**config.mk**
```make
export PLATFORM = sky130hd
export DESIGN_NAME = vp_debug_clk_ctl_apb
export DESIGN_NICKNAME = d
export VERILOG_FILES = /design/src/rtl/vp_debug_clk_ctl_apb.sv
export SDC_FILE = /design/constraint.sdc
export NUM_CORES = 1
export LEC_CHECK = 0
export BUFFER_PORTS_ARGS = -buffer_cell sky130_fd_sc_hd__clkbuf_2
export CELL_PAD_IN_SITES_DETAIL_PLACEMENT = 0
export CELL_PAD_IN_SITES_GLOBAL_PLACEMENT = 1
export CORE_UTILIZATION = 32
export CTS_BUF_LIST = sky130_fd_sc_hd__clkbuf_8
export DETAILED_ROUTE_END_ITERATION = 10
export PLACE_DENSITY = 0.95
export SYNTH_ARGS = -nofsm -noshare
export SYNTH_HDL_FRONTEND = slang
export SYNTH_SLANG_ARGS = --single-unit
```
**constraint.sdc**
```tcl
create_clock -name CRCU_CLK -period 3.05 [get_ports CRCU_CLK]
set_input_delay 0.61 -clock CRCU_CLK [delete_from_list [all_inputs] [get_ports CRCU_CLK]]
set_output_delay 0.61 -clock CRCU_CLK [all_outputs]
set_load 0.02 [all_outputs]
```
**src/rtl/vp_debug_clk_ctl_apb.sv**
```systemverilog
// rtl/vp_debug_clk_ctl_apb.sv - APB register block owning the VP debug clock control word
//
// Purpose:
//   Holds the VP debug clock control word and drives it into the CRCU debug
//   clock generator. A CTL write never reaches the output directly: the gate
//   bit (bit4) is forced high for SETTLE_CYCLES cycles, the new selection is
//   loaded while still gated, then the gate takes the written value.
//
// Optional feature macro: VP_DBG_ID_REG_EN
//   defined   - ID register at 0x08 reads 0x5644_4330
//   undefined - 0x08 is unmapped (pslverr=1, prdata=0)
//
// Ports:
//   CRCU_CLK               block clock, APB is synchronous to it
//   CRCU_RST_N             asynchronous assert, active-low reset
//   psel/penable/pwrite    APB control
//   paddr[ADDR_W-1:0]      byte address
//   pwdata[31:0]           write data
//   prdata[31:0]           read data, valid only while pready=1 on a good read
//   pready                 transfer complete (combinational)
//   pslverr                transfer error (combinational)
//   vp_debug_clock_ctl_reg control word: [2:0] freq, [3] enable, [4] gate

module vp_debug_clk_ctl_apb #(
    parameter int SETTLE_CYCLES = 16,
    parameter int ADDR_W        = 8
) (
    input  logic              CRCU_CLK,
    input  logic              CRCU_RST_N,
    input  logic              psel,
    input  logic              penable,
    input  logic              pwrite,
    input  logic [ADDR_W-1:0] paddr,
    input  logic [31:0]       pwdata,
    output logic [31:0]       prdata,
    output logic              pready,
    output logic              pslverr,
    output logic [31:0]       vp_debug_clock_ctl_reg
);

    localparam logic [1:0] ST_IDLE = 2'd0;
    localparam logic [1:0] ST_GATE = 2'd1;
    localparam logic [1:0] ST_LOAD = 2'd2;

    localparam logic [ADDR_W-1:0] OFF_CTL    = ADDR_W'(8'h00);
    localparam logic [ADDR_W-1:0] OFF_STATUS = ADDR_W'(8'h04);
`ifdef VP_DBG_ID_REG_EN
    localparam logic [ADDR_W-1:0] OFF_ID     = ADDR_W'(8'h08);
    localparam logic [31:0]       ID_VALUE   = 32'h5644_4330;
`endif

    localparam logic [7:0] SETTLE_LOAD = 8'(SETTLE_CYCLES - 1);
    localparam logic [4:0] RESET_WORD  = 5'h10;
    localparam logic [4:0] GATE_BIT    = 5'h10;

    logic [1:0]  state;
    logic [7:0]  cnt;
    logic [4:0]  shadow;
    logic [4:0]  out_word;
    logic        err_sticky;

    logic        access;
    logic        hit_ctl;
    logic        hit_status;
    logic        hit_id;
    logic        mapped;
    logic        bad_sel;
    logic        err;
    logic        stall;
    logic        ctl_wr;
    logic        status_clr;
    logic [31:0] rd_data;
    logic        unused_pwdata;

    assign unused_pwdata = ^pwdata[31:5];

    assign access     = psel & penable;
    assign hit_ctl    = (paddr == OFF_CTL);
    assign hit_status = (paddr == OFF_STATUS);
`ifdef VP_DBG_ID_REG_EN
    assign hit_id     = (paddr == OFF_ID);
`else
    assign hit_id     = 1'b0;
`endif
    assign mapped     = (paddr[1:0] == 2'b00) & (hit_ctl | hit_status | hit_id);
    assign bad_sel    = pwrite & hit_ctl & (pwdata[2:0] > 3'd4);
    assign err        = ~mapped | bad_sel;

    // Any CTL write (good or bad) waits for IDLE so the error/store decision
    // is taken against a quiet FSM; everything else completes at once.
    assign stall      = access & pwrite & hit_ctl & (state != ST_IDLE);
    assign pready     = access & ~stall;
    assign pslverr    = pready & err;

    assign ctl_wr     = pready & pwrite & hit_ctl & ~err;
    assign status_clr = pready & pwrite & hit_status & ~err & pwdata[1];

    always_comb begin
        rd_data = 32'h0;
        if (hit_ctl) begin
            rd_data = {27'h0, shadow};
        end else if (hit_status) begin
            rd_data = {30'h0, err_sticky, (state != ST_IDLE)};
        end
`ifdef VP_DBG_ID_REG_EN
        else if (hit_id) begin
            rd_data = ID_VALUE;
        end
`endif
    end

    assign prdata = (pready & ~err & ~pwrite) ? rd_data : 32'h0;

    assign vp_debug_clock_ctl_reg = {27'h0, out_word};

    always_ff @(posedge CRCU_CLK or negedge CRCU_RST_N) begin
        if (!CRCU_RST_N) begin
            err_sticky <= 1'b0;
        end else if (pslverr) begin
            // a new error beats a same-cycle W1C
            err_sticky <= 1'b1;
        end else if (status_clr) begin
            err_sticky <= 1'b0;
        end
    end

    // The output is registered; its value always tracks the state being
    // entered so GATE/LOAD are visible from the edge that enters them.
    always_ff @(posedge CRCU_CLK or negedge CRCU_RST_N) begin
        if (!CRCU_RST_N) begin
            state    <= ST_IDLE;
            cnt      <= 8'h0;
            shadow   <= RESET_WORD;
            out_word <= RESET_WORD;
        end else begin
            case (state)
                ST_IDLE: begin
                    if (ctl_wr) begin
                        shadow   <= pwdata[4:0];
                        out_word <= shadow | GATE_BIT;
                        cnt      <= SETTLE_LOAD;
                        state    <= ST_GATE;
                    end else begin
                        out_word <= shadow;
                    end
                end
                ST_GATE: begin
                    if (cnt == 8'h0) begin
                        // shadow already holds the new selection
                        out_word <= shadow | GATE_BIT;
                        state    <= ST_LOAD;
                    end else begin
                        cnt <= cnt - 8'h1;
                    end
                end
                ST_LOAD: begin
                    out_word <= shadow;
                    state    <= ST_IDLE;
                end
                default: begin
                    out_word <= shadow;
                    cnt      <= 8'h0;
                    state    <= ST_IDLE;
                end
            endcase
        end
    end

endmodule

```
==> flow_metrics.env, run 1 <==
export IMPL_place_congestion=0.7910
export IMPL_drive_gt1_frac=0.2626
export IMPL_hold_buffers=0
export IMPL_critical_path_required_ps=2440
export IMPL_dieArea_um2=5211
export IMPL_drc=0
export IMPL_synth_adder_area_share=0.01587
export IMPL_fin_cells=265
export IMPL_synth_simple_gate_area_frac=0.1595
export IMPL_overflow=0
export IMPL_viasPerCell=4.034
export IMPL_r2r_start="cnt[0]"
export IMPL_clk_latency_ps=260
export IMPL_p_per_area_nw_per_um2=402.7
export IMPL_crit_path_end_kind="output port"
export IMPL_initial_core_util=0.3338
export IMPL_rows=25
export IMPL_synth_seq_cells=21
export IMPL_cts_clk_slew_worst_paths_ps=80
export IMPL_period_share=0.9525
export IMPL_synth_cell_types=40
export IMPL_final_common_cell="conb_1"
export IMPL_grt_max_degree=22
export IMPL_total_power_mw=0.6536
export IMPL_irDropWorstVdd_uv=231.7
export IMPL_timing_rr_end="out_word[0]"
export IMPL_crit_path_top_delay_cell="or4_4"
export IMPL_die_h_um=72.19
export IMPL_synth_compound_area_frac=0.1127
export IMPL_antenna_found_initial=0
export IMPL_dp_slack_ps=129.9
export IMPL_wire_per_inst_um=9.758
export IMPL_ff2ff_setup_slack_ps=1100
export IMPL_synth_xor_area_frac=0
export IMPL_syn_cell_area_um2=1577
export IMPL_nFillCells=506
export IMPL_cts_htree_levels=1
export IMPL_worst_pin_slew_ps=552.4
export IMPL_timing_final_ws_setup_ps=144.9
export IMPL_track_usage=0.1007
export IMPL_relSlewSlack=0.6317
export IMPL_post_cts_setup_buffer_count=0
export IMPL_ys_warn_count=0
export IMPL_grt_pass1_vias=919
export IMPL_antennaDiodeCount=0
export IMPL_status="finished clean"
export IMPL_ios=111
export IMPL_multi_input_area_um2=779.5
export IMPL_cts_repair_resized=0
export IMPL_cp_common_cell="clkbuf_2"
export IMPL_core_area_um2=4723
export IMPL_post_route_cell_area_um2=1623
export IMPL_grt_pass1_wl_um=4167
export IMPL_crit_path_max_fanout=4
export IMPL_synthToLayoutAreaGrowth_pct=2.937
export IMPL_crit_type="in -> out"
export IMPL_seq_area_frac_synth=0.3349
export IMPL_hold_viol_final=0
export IMPL_first_iter_violations=44
export IMPL_regArea_um2=528.0
export IMPL_crit_path_start_kind="primary input"
export IMPL_numCtsBuffers=3
export IMPL_holdWs_ps=313.3
export IMPL_worstPathArrival_ps=2300
export IMPL_fin_crit_ps=2905
export IMPL_crit_buf_inv=2
export IMPL_finalSetupViolations=0
export IMPL_synth_top_family_by_area="buffers and inverters"
export IMPL_synthCells=168
export IMPL_fmax_mhz=344.2
export IMPL_clockRootBuffer="clkbuf_8"
export IMPL_path_delay_family="simple AND/OR/NAND/NOR gates"
export IMPL_rr_worst_depth=6
export IMPL_hp_class="in -> async"
export IMPL_layout_common_cells="54 x conb_1, 29 x clkbuf_2, 19 x dfrtp_1"
export IMPL_num_vias=1069
export IMPL_syn_area_per_cell_um2=9.384
export IMPL_die_w_um=72.19
export IMPL_firstDrtPassIters=4
export IMPL_clock_skew_ps=1.860
export IMPL_cts_tree="built"
export IMPL_setup_tns_final_ps=0
export IMPL_dpl_hpwl_um=1967
export IMPL_clock_path_buffers=2
export IMPL_place_area_um2=1574
export IMPL_route_antenna_remaining_nets=0
export IMPL_synth_area_mux_share=0.07698
export IMPL_io_buffers=29
export IMPL_placed_cells=261
export IMPL_nets=246
export IMPL_p_leak_nw=0.8270
export IMPL_path_cells="clkbuf_2, or4_4, or3_4, nor3_1, and2_1, clkbuf_2"
export IMPL_slew_viol_final=0
export IMPL_cts_sinks=21
export IMPL_rsz0062_at_grt="no"
export IMPL_cpPeakStageDelay_ps=520
export IMPL_finalWirelength_um=2586
export IMPL_final_util=0.3436
export IMPL_maxCapViolCount=0
-- worst max path at each step --
stage                     startpoint         to  cells after the start
after CTS                   paddr[5]  prdata[3]                      6
final                       paddr[5]  prdata[2]                      6
after global placement      paddr[5]  prdata[2]                      6
after global routing        paddr[5]  prdata[2]                      6
after detailed placement    paddr[5]  prdata[3]                      6
after floorplan             paddr[5]  prdata[0]                      3
-- final cells by class --
type / instances / area share
timing repair buffer: 31 / 0.09869
sequential: 21 / 0.3254
inverter: 6 / 0.01388
clock inverter: 1 / 0.004626
multi-input combinational: 136 / 0.4803
tap: 67 / 0.05166
clock buffer: 3 / 0.02544
-- synthesized netlist by cell type --
cell type	number	area [µm²]
or3_1	2	12.51
nand4b_1	1	8.760
inv_1	6	22.52
o22ai_2	1	12.51
or3_4	1	11.26
a211oi_1	1	7.510
nor3b_1	1	7.510
a211o_2	1	10.01
mux2_2	9	101.4
nor3_1	5	25.02
buf_6	3	33.78
mux2i_1	2	20.02
a31oi_1	1	6.260
nor2_1	10	37.54
nand2b_1	4	25.02
a21oi_1	7	35.03
or4_4	1	11.26
or2_2	1	6.260
nor2b_1	2	12.51
o2bb2ai_1	3	26.28
a2bb2oi_1	1	8.760
nor3_4	1	16.27
a2111oi_0	1	8.760
o21a_1	1	7.510
nand3b_1	1	7.510
a21o_1	1	7.510
ha_1	2	25.02
o22ai_1	1	6.260
o32ai_1	1	8.760
dfstp_2	2	52.55
dfrtp_1	19	475.5
buf_4	55	412.9
o31ai_1	1	7.510
nand2_1	6	22.52
conb_1	1	3.750
nand3_1	4	20.02
o21ai_0	3	15.01
nor4b_1	1	8.760
and2_1	3	18.77
a21bo_1	1	10.01
-- metal layers --
layer	part of all wire	vias up	GRT usage	wire, µm
met5	0	-	0	0
met4	0	0	0.006536	0
met3	0.074	0	0.02917	191
met2	0.48	58	0.1765	1249
met1	0.44	493	0.1285	1146
li1	-	518	-	-
-- flip-flops by register name (all words and copies together), names as in the netlist --
| register | flops |
|---|---|
| cnt | 8 |
| out_word | 5 |
| shadow | 5 |
| state | 2 |
| err_sticky | 1 |
-- logic make-up (layout without fill, tap and decap cells) --
family | count (synthesis) | after routing
buffers and inverters | 64 | 41
AO/OA/AOI/OAI | 25 | 25
multiplexers | 11 | 11
AND/OR/NAND/NOR | 44 | 44
adder cells (fa/ha/maj) | 2 | 2
other | 1 | 54
flip-flops | 21 | 21
-- report_power, final --
part	leakage [nW]	switching [mW]	internal [mW]
Combinational	0.557	0.0975	0.0400
Clock	0.0217	0.0964	0.0923
Sequential	0.248	0.0242	0.303
Total	0.827	0.218	0.435
-- worst reg2reg max path, delay by kind of cell, from the launching register on --
| family | cells | cell delay (ps) |
|---|---|---|
| muxes | 1 | 400 |
| DFF | 1 | 420 |
| AOI/OAI and AO/OA | 1 | 440 |
| adders and majority gates | 1 | 200 |
| buffers and inverters | 2 | 240 |
| and+or+nand+nor | 1 | 140 |
(Power assumes the default switching activity.)
==> run 2, diff against run 1 <==
CORE_MARGIN = 5   (was default)
CORE_UTILIZATION = 26   (was 32)
PLACE_DENSITY = 0.85   (was 0.95)
TNS_END_PERCENT = 1   (was default)
clock period = 2.55 ns   (was 3.05 ns; I/O delays follow)
==> flow_metrics.env, run 2 (synthesis gave the netlist of run 1 again) <==
export IMPL_fin_cells=275
export IMPL_crit_path_top_delay_cell="or4_4"
export IMPL_wire_per_inst_um=10.48
export IMPL_timing_final_ws_setup_ps=-17.35
export IMPL_cts_htree_levels=1
export IMPL_clock_path_buffers=2
export IMPL_crit_path_end_kind="output port"
export IMPL_cts_tree="built"
export IMPL_route_antenna_remaining_nets=0
export IMPL_grt_pass1_wl_um=4547
export IMPL_regMostFlops="cnt"
export IMPL_slew_viol_final=0
export IMPL_grt_pass1_vias=1030
export IMPL_holdWs_ps=211.5
export IMPL_dpl_hpwl_um=2302
export IMPL_io_buffers=29
export IMPL_nets=248
export IMPL_crit_path_max_fanout=3
export IMPL_antenna_found_initial=0
export IMPL_crit_type="in -> out"
export IMPL_first_iter_violations=49
export IMPL_p_leak_nw=0.8597
export IMPL_finalWirelength_um=2882
export IMPL_die_h_um=87.87
export IMPL_rsz0062_at_grt="yes"
export IMPL_path_delay_family="simple AND/OR/NAND/NOR gates"
export IMPL_clockRootBuffer="clkbuf_8"
export IMPL_numCtsBuffers=3
export IMPL_r2r_start="cnt[0]"
export IMPL_cts_clk_slew_worst_paths_ps=70
export IMPL_hold_buffers=0
export IMPL_post_cts_setup_buffer_count=0
export IMPL_finalSetupViolations=2
export IMPL_placed_cells=271
export IMPL_die_w_um=87.87
export IMPL_dp_slack_ps=-81.22
export IMPL_worstPathArrival_ps=2060
export IMPL_hold_viol_final=0
export IMPL_cpPeakStageDelay_ps=520
export IMPL_cp_common_cell="buf_6"
export IMPL_layout_common_cells="54 x conb_1, 23 x clkbuf_2, 19 x dfrtp_1"
export IMPL_viasPerCell=3.942
export IMPL_p_per_area_nw_per_um2=449.4
export IMPL_critical_path_required_ps=2040
export IMPL_synthToLayoutAreaGrowth_pct=8.571
export IMPL_hp_class="in -> async"
export IMPL_cts_sinks=21
export IMPL_drc=0
export IMPL_crit_path_start_kind="primary input"
export IMPL_place_congestion=0.6881
export IMPL_crit_buf_inv=3
export IMPL_nFillCells=658
export IMPL_clock_skew_ps=2.107
export IMPL_worst_pin_slew_ps=602.6
export IMPL_rows=28
export IMPL_fmax_mhz=389.5
export IMPL_reg_largest_list="cnt (8), out_word (5), shadow (5)"
export IMPL_irDropWorstVdd_uv=428.1
export IMPL_num_vias=1084
export IMPL_grt_max_degree=22
export IMPL_dieArea_um2=7721
export IMPL_antennaDiodeCount=0
export IMPL_core_area_um2=5921
export IMPL_drive_gt1_frac=0.2850
export IMPL_clk_latency_ps=250
export IMPL_initial_core_util=0.2663
export IMPL_status="complete, but fails checks"
export IMPL_fin_crit_ps=2567
export IMPL_ios=111
export IMPL_largest_reg_flops=8
export IMPL_track_usage=0.07147
export IMPL_maxCapViolCount=0
export IMPL_firstDrtPassIters=3
export IMPL_path_cells="buf_6, or4_4, or3_4, nor3_4, buf_6, and2_1, buf_4"
export IMPL_period_share=1.007
export IMPL_final_common_cell="conb_1"
export IMPL_crit_start="paddr[5]"
export IMPL_violations="negative setup slack"
export IMPL_overflow=0
export IMPL_relSlewSlack=0.5982
## run 2: cell types whose count changed in the layout (fill, tap and decap cells not counted), moves of 2 or more
cell and delta:
buf_6 +3, buf_4 +2, nor3_1 -2, clkbuf_2 -6
## run 2: final timing paths
kind | to | slack (ps) | depth (start not counted)
setup reg to reg | out_word[0] | 600 | 6
setup / recovery | prdata[2] | -20 | 7
hold / removal | cnt[7] | 210 | 1
hold reg to reg | out_word[4] | 470 | 2
max in group asynchronous | shadow[4] | 1980 | 1
min in group CRCU_CLK | out_word[4] | 470 | 2
## run 2: layout make-up
cell class / count / area (µm²) / share of cell area
multi-input cells: 136 / 803.3 / 0.4693
flip-flops and latches: 21 / 528.0 / 0.3085
repair buffers: 33 / 219.0 / 0.1279
well taps: 75 / 93.84 / 0.05482
clock buffers: 3 / 41.29 / 0.02412
inverters: 6 / 22.52 / 0.01316
clock inverters: 1 / 3.754 / 0.002193
## run 2: worst register-to-register path, cell delays in order, from the launching register on
cell	delay [ps]
dfrtp_1	400
inv_1	80
ha_1	190
nor4b_1	130
buf_4	150
a21oi_1	480
mux2_2	400
## run 2: repair_timing
action	CTS	global route
resized for setup	4	13
endpoints found under the setup margin	4	5
pin swaps	1	1
## run 2: per-stage QoR
step	utilization	power, mW	TNS (ps)	instance area, µm²
5_1_grt	0.2891	0.8152	-265.3	1712
4_1_cts	0.2834	0.7712	0	1678
2_1_floorplan	-	0.5902	0	1782
6_report	0.2891	0.7692	-22.84	1712
3_5_place_dp	0.2730	0.5631	-259.5	1617
3_3_place_gp	0.2730	0.5594	-200.6	1617
## run 2: power by group
part	leakage (nW)	switching (mW)	internal (mW)	total (mW)
sequential	0.248	0.0281	0.363	0.391
clock	0.0269	0.102	0.107	0.209
combinational	0.585	0.121	0.0491	0.170
## run 2: routing by layer
layer,vias up,global-route usage,share of wire
li1,528,-,-
met1,507,0.09516,0.44
met2,49,0.1199,0.49
met3,0,0.02164,0.071
met4,0,0.004184,0
met5,-,0,0
